## src/rtl/calc_pkg.sv

```systemverilog
// Shared calculator definitions: keypad FSM state encoding, key code constants
// and small keypad decode helpers.
package calc_pkg;

  localparam logic [1:0] SCAN     = 2'd0;
  localparam logic [1:0] DEBOUNCE = 2'd1;
  localparam logic [1:0] HELD     = 2'd2;

  // Digits 0-9 use their own value as key code; the top row of codes are operators.
  localparam logic [3:0] KEY_ADD = 4'hA;
  localparam logic [3:0] KEY_SUB = 4'hB;
  localparam logic [3:0] KEY_MUL = 4'hC;
  localparam logic [3:0] KEY_DIV = 4'hD;
  localparam logic [3:0] KEY_EQ  = 4'hE;
  localparam logic [3:0] KEY_CLR = 4'hF;

  function automatic logic [1:0] first_low_col(input logic [3:0] cols_n);
    logic [1:0] idx;
    if (!cols_n[0]) begin
      idx = 2'd0;
    end else if (!cols_n[1]) begin
      idx = 2'd1;
    end else if (!cols_n[2]) begin
      idx = 2'd2;
    end else begin
      idx = 2'd3;
    end
    return idx;
  endfunction

  function automatic logic [1:0] row_index(input logic [3:0] rows_n);
    logic [1:0] idx;
    case (rows_n)
      4'b1110: idx = 2'd0;
      4'b1101: idx = 2'd1;
      4'b1011: idx = 2'd2;
      4'b0111: idx = 2'd3;
      default: idx = 2'd0;
    endcase
    return idx;
  endfunction

endpackage

```

## src/rtl/sync_2ff.sv

```systemverilog
// Generic two-flop synchronizer for asynchronous level inputs.
module sync_2ff #(
  parameter int unsigned        WIDTH     = 1,
  parameter logic [WIDTH-1:0]   RESET_VAL = '0
) (
  input  logic             clk_i,
  input  logic             rst_i,
  input  logic [WIDTH-1:0] d_i,
  output logic [WIDTH-1:0] q_o
);

  logic [WIDTH-1:0] meta_q;
  logic [WIDTH-1:0] sync_q;

  always_ff @(posedge clk_i or posedge rst_i) begin
    if (rst_i) begin
      meta_q <= RESET_VAL;
      sync_q <= RESET_VAL;
    end else begin
      meta_q <= d_i;
      sync_q <= meta_q;
    end
  end

  assign q_o = sync_q;

endmodule

```

## src/rtl/keypad_scan_debounce.sv

```systemverilog
// 4x4 matrix keypad scanner: rotates the active-low row drive on each btnclk
// rising edge, debounces presses/releases and reports one key_valid per press.
module keypad_scan_debounce
  import calc_pkg::*;
#(
  parameter int unsigned DEB_TICKS = 2,
  parameter int unsigned ROWS      = 4,
  parameter int unsigned COLS      = 4
) (
  input  logic            clk,
  input  logic            rst,
  input  logic            btnclk,
  input  logic [COLS-1:0] col_n,
  output logic [ROWS-1:0] row_n,
  output logic [3:0]      key_code,
  output logic            key_valid,
  output logic            key_down
);

  localparam logic [3:0] DEB_MAX = 4'(DEB_TICKS);

  logic [COLS-1:0] col_s;
  logic            btnclk_q;
  logic            tick_s;
  logic            any_low_s;
  logic            latched_low_s;
  logic            deb_hit_s;

  logic [1:0]      state_q, state_d;
  logic [ROWS-1:0] row_n_q, row_n_d;
  logic [1:0]      row_idx_q, row_idx_d;
  logic [1:0]      col_idx_q, col_idx_d;
  logic [3:0]      deb_cnt_q, deb_cnt_d;
  logic [3:0]      key_code_q, key_code_d;
  logic            key_valid_q, key_valid_d;
  logic            key_down_q, key_down_d;

  sync_2ff #(
    .WIDTH    (COLS),
    .RESET_VAL({COLS{1'b1}})
  ) u_col_sync (
    .clk_i(clk),
    .rst_i(rst),
    .d_i  (col_n),
    .q_o  (col_s)
  );

  always_ff @(posedge clk or posedge rst) begin
    if (rst) begin
      btnclk_q <= 1'b0;
    end else begin
      btnclk_q <= btnclk;
    end
  end

  assign tick_s        = btnclk & ~btnclk_q;
  assign any_low_s     = ~&col_s;
  assign latched_low_s = ~col_s[col_idx_q];
  assign deb_hit_s     = (deb_cnt_q + 4'd1) == DEB_MAX;

  always_ff @(posedge clk or posedge rst) begin
    if (rst) begin
      state_q <= SCAN;
    end else begin
      state_q <= state_d;
    end
  end

  always_comb begin
    state_d = state_q;
    if (tick_s) begin
      case (state_q)
        SCAN: begin
          if (any_low_s) begin
            state_d = DEBOUNCE;
          end else begin
            state_d = SCAN;
          end
        end
        DEBOUNCE: begin
          if (!latched_low_s) begin
            state_d = SCAN;
          end else if (deb_hit_s) begin
            state_d = HELD;
          end else begin
            state_d = DEBOUNCE;
          end
        end
        HELD: begin
          if (!latched_low_s && deb_hit_s) begin
            state_d = SCAN;
          end else begin
            state_d = HELD;
          end
        end
        default: state_d = SCAN;
      endcase
    end else begin
      state_d = state_q;
    end
  end

  // Row drive, debounce counter and key outputs; key_valid self-clears every clk.
  always_comb begin
    row_n_d     = row_n_q;
    row_idx_d   = row_idx_q;
    col_idx_d   = col_idx_q;
    deb_cnt_d   = deb_cnt_q;
    key_code_d  = key_code_q;
    key_down_d  = key_down_q;
    key_valid_d = 1'b0;
    if (tick_s) begin
      case (state_q)
        SCAN: begin
          if (any_low_s) begin
            row_idx_d = row_index(row_n_q);
            col_idx_d = first_low_col(col_s);
            deb_cnt_d = 4'd1;
          end else begin
            row_n_d = {row_n_q[ROWS-2:0], row_n_q[ROWS-1]};
          end
        end
        DEBOUNCE: begin
          if (!latched_low_s) begin
            deb_cnt_d = 4'd0;
          end else if (deb_hit_s) begin
            key_code_d  = {row_idx_q, col_idx_q};
            key_valid_d = 1'b1;
            key_down_d  = 1'b1;
            deb_cnt_d   = 4'd0;
          end else begin
            deb_cnt_d = deb_cnt_q + 4'd1;
          end
        end
        HELD: begin
          if (latched_low_s) begin
            deb_cnt_d = 4'd0;
          end else if (deb_hit_s) begin
            key_down_d = 1'b0;
            deb_cnt_d  = 4'd0;
            row_n_d    = {row_n_q[ROWS-2:0], row_n_q[ROWS-1]};
          end else begin
            deb_cnt_d = deb_cnt_q + 4'd1;
          end
        end
        default: begin
          deb_cnt_d = 4'd0;
        end
      endcase
    end else begin
      deb_cnt_d = deb_cnt_q;
    end
  end

  always_ff @(posedge clk or posedge rst) begin
    if (rst) begin
      row_n_q     <= {{(ROWS-1){1'b1}}, 1'b0};
      row_idx_q   <= 2'd0;
      col_idx_q   <= 2'd0;
      deb_cnt_q   <= 4'd0;
      key_code_q  <= 4'd0;
      key_valid_q <= 1'b0;
      key_down_q  <= 1'b0;
    end else begin
      row_n_q     <= row_n_d;
      row_idx_q   <= row_idx_d;
      col_idx_q   <= col_idx_d;
      deb_cnt_q   <= deb_cnt_d;
      key_code_q  <= key_code_d;
      key_valid_q <= key_valid_d;
      key_down_q  <= key_down_d;
    end
  end

  assign row_n     = row_n_q;
  assign key_code  = key_code_q;
  assign key_valid = key_valid_q;
  assign key_down  = key_down_q;

endmodule

```

## config.mk

```make
export PLATFORM = sky130hd
export DESIGN_NAME = keypad_scan_debounce
export DESIGN_NICKNAME = d
export VERILOG_FILES = /design/src/rtl/calc_pkg.sv /design/src/rtl/sync_2ff.sv /design/src/rtl/keypad_scan_debounce.sv
export SDC_FILE = /design/constraint.sdc
export NUM_CORES = 1
export LEC_CHECK = 0
export CAP_MARGIN = 20
export CORE_UTILIZATION = 48
export CTS_CLUSTER_SIZE = 8
export DETAILED_ROUTE_END_ITERATION = 7
export GPL_TIMING_DRIVEN = 0
export PLACE_DENSITY = 0.79
export SETUP_SLACK_MARGIN = 0.1
export SYNTH_ARGS = -nofsm -noshare
export SYNTH_HDL_FRONTEND = slang
export SYNTH_SLANG_ARGS = --single-unit
```

## constraint.sdc

```tcl
create_clock -name clk -period 2.1 [get_ports clk]
set_input_delay 0.42 -clock clk [delete_from_list [all_inputs] [get_ports clk]]
set_output_delay 0.42 -clock clk [all_outputs]
set_load 0.01 [all_outputs]
```

==> impl_metrics.csv <==
group,metric,value,unit
setup_path,crit_path_end,"key_code[1]$_DFFE_PP0P_",
sta,timing.final.crit_share,102,%
yosys,seq_area_frac_synth,54.1,%
placed_design,dp_hpwl,1.98,mm
setup_path,r2r_cells,5,
sta,worst_slew_pin_slew,0.456,ns
yosys,netlist_instances,128,
floorplanning,die-area,3060,sq um
sta,timing.final.ws_setup,-0.0450,ns
setup_path,critPathLaunch,"col_idx_q[1]$_DFFE_PP0P_",
drt,drc,0,
floorplanning,dieWidth,55.4,um
cts,htree_num_levels,2,
yosys,synth_area,1370,sq um
pwr,vdd_drop_max,0.869,mV
placed_design,place_ws,-0.108,ns
drt,via_per_inst,6.08,
yosys,synth.distinct_cells,31,
pwr,power,2.14,mW
yosys,syn-num-nets,137,
yosys,ys_ff_latch,29,
global_routing,grt_antenna_before_repair,0,
sta,period_needed,2.15,ns
layout,syn_to_final_growth,26.7,%
cts,clock_path_buffers,2,
sta,rsz0062_at_grt,"yes",
sta,fin_skew,0.00776,ns
setup_path,crit_path_max_fanout,6,
run_status,violations,"setup timing",
floorplanning,dieHeight,55.4,um
cts,cts_tree,"built",
yosys,synthArstFlopShare,100,%
sta,max_slew_margin,69.6,%
worst_hold_path,hold_class,"in2async",
floorplanning,io_pins,17,
layout,drive_gt1_share,24.4,%
cts,cts.reportedPaths.clkPinSlew,0.10,ns
drt,drt_iter0_markers,36,
sta,fmax,466,MHz
placed_design,port_buffers,16,
yosys,ys.flop_type,"dfrtp_1",
layout,fill_cells,202,
setup_path,rr_endpoint,"key_code[1]$_DFFE_PP0P_",
sta,final_hold_viol_count,0,
sta,setup-tns-final,-0.172,ns
floorplanning,start_util,52.8,%
pwr,p_leak,0.778,nW
yosys,synth-edff-count,0,
setup_path,cp_data_required_time,2.33,ns
global_routing,grt_pass1_wl,4.94,mm
layout,final_cell_mix,"17 x dfrtp_1, 16 x clkdlybuf4s50_1, 15 x nand2_1, 11 x dfstp_2",
cts,insertion_delay,0.34,ns
drt,firstDrtPassIters,4,
yosys,syn_area_per_cell,10.7,sq um
sta,setup-violations-final,4,
global_routing,grt_start_max_net_pins,30,
global_routing,grt_overflow_total,0,
yosys,yosysWarnings,0,
cts,clock-root-buffer,"clkbuf_4",
floorplanning,core_area,2590,sq um
setup_path,endpoint_kind,"flip-flop",
drt,finalWirelength,2.99,mm
setup_path,regToRegSetupSlack,-0.05,ns
drt,vias,1130,
layout,nNetsFinal,164,
placed_design,globalplace.congestion,0.807,
sta,maxSlewViolCount,0,
cts,cts.sinks,29,
setup_path,critPathArrivalTime,2.38,ns
run_status,status,"finished, violations left",
layout,layout_commonest_cell,"dfrtp_1",
global_routing,grt_pass1_vias,1125,
setup_path,cp-start-kind,"flip-flop",
global_routing,grt_usage,20.7,%
run,cap_violations,0,
layout,antenna_cells,0,
drt,wl_per_cell,16.1,um
setup_path,r2r_start,"col_idx_q[1]$_DFFE_PP0P_",
pwr,power.density,1240,nW/um^2
layout,final_util,66.9,%
setup_path,path_class,"reg2reg",
floorplanning,rows,18,
drt,ant_nets,0,
cts,cts_inserted_buffers,5,
[flip-flops by register name, indices dropped and copies added, names as in the netlist]
register,count
row_n,4
u_col_sync.meta_q,4
key_code,4
state_q,2
key_valid,1
btnclk_q,1
key_down,1
row_idx_q,2
deb_cnt_q,4
u_col_sync.q_o,4
col_idx_q,2
[worst max-delay path, stage by stage (launching register included)]
cell	delay, ns
dfrtp_1	0.40
mux4_2	0.53
or3_4	0.35
or3_4	0.34
buf_6	0.14
mux2_4	0.29
[cell usage after synthesis, types with 2 or more instances]
master | count | share of area [%]
dfrtp_1 | 18 | 33
nand2_1 | 15 | 4.1
dfstp_2 | 11 | 21
o21ai_0 | 8 | 2.9
nor2_1 | 7 | 1.9
inv_1 | 6 | 1.6
a21o_1 | 5 | 2.7
a21oi_1 | 5 | 1.8
a221oi_1 | 4 | 2.6
a31oi_1 | 4 | 1.8
mux2_4 | 4 | 4.4
nand3_1 | 4 | 1.5
nor2b_1 | 4 | 1.8
o311ai_0 | 4 | 2.6
clkbuf_1 | 3 | 0.82
nor3_1 | 3 | 1.1
or3_1 | 3 | 1.4
and3_1 | 2 | 0.92
ha_1 | 2 | 1.8
nand2b_1 | 2 | 0.92
nand4_1 | 2 | 0.92
nor4b_1 | 2 | 1.3
xor2_1 | 2 | 1.3
[kinds of logic after synthesis]
group	Yosys count	share of synthesized area, %
AND/OR/NAND/NOR	47	17.3
AO/OA/AOI/OAI	33	16.4
flip-flops	29	54.1
buffers and inverters	10	3.02
multiplexers	5	6.04
XOR/XNOR	2	1.28
adder cells (fa/ha/maj)	2	1.83
[routing by layer]
layer  wire (um)  global-route usage [%]
met1        1200                    24.7
met2        1590                    34.8
met3         154                    4.22
met4          42                    11.8
met5           0                       0
[report_power, final]
| part | switching, mW | internal [mW] | leakage, nW | total [mW] |
|---|---|---|---|---|
| registers | 0.160 | 0.705 | 0.348 | 0.865 |
| logic | 0.445 | 0.396 | 0.387 | 0.841 |
| clock network | 0.203 | 0.235 | 0.0427 | 0.438 |
[what timing repair did]
item / in CTS / in global routing
setup endpoints to repair: 11 / 12
buffers inserted: 2 / 1
gates cloned: 0 / 0
pin swaps: 2 / 0
hold buffers: 0 / 0
gates resized for setup: 6 / 7
[worst min path at each step]
stage | startpoint | end | slack [ns] | depth (start not counted)
floorplan | u_col_sync.meta_q[0]$_DFF_PP1_ | u_col_sync.q_o[0]$_DFF_PP1_ | 0.35 | 0
global placement | u_col_sync.meta_q[0]$_DFF_PP1_ | u_col_sync.q_o[0]$_DFF_PP1_ | 0.35 | 0
detailed placement | u_col_sync.meta_q[2]$_DFF_PP1_ | u_col_sync.q_o[2]$_DFF_PP1_ | 0.35 | 0
CTS | u_col_sync.meta_q[2]$_DFF_PP1_ | u_col_sync.q_o[2]$_DFF_PP1_ | 0.36 | 0
global route | rst | key_down$_DFFE_PP0P_ | 0.36 | 2
finish | rst | key_down$_DFFE_PP0P_ | 0.35 | 2
[through the flow]
step / instances / hold slack, ns / instance area, sq um
floorplan: 128 / 0.345 / 1370
global placement: 174 / 0.346 / 1570
detailed placement: 174 / 0.347 / 1570
CTS: 184 / 0.360 / 1680
global route: 186 / 0.362 / 1730
finish: 186 / 0.347 / 1730
[area by class of cell]
type	count	area, sq um	share of cell area, %
sequential	29	741	42.8
multi-input combinational	89	614	35.5
timing repair buffer	20	210	12.1
clock buffer	7	76.3	4.41
tap	30	37.5	2.17
buffer	4	22.5	1.30
inverter	6	22.5	1.30
clock inverter	1	7.51	0.434
Power figures use the tool's default switching activity.
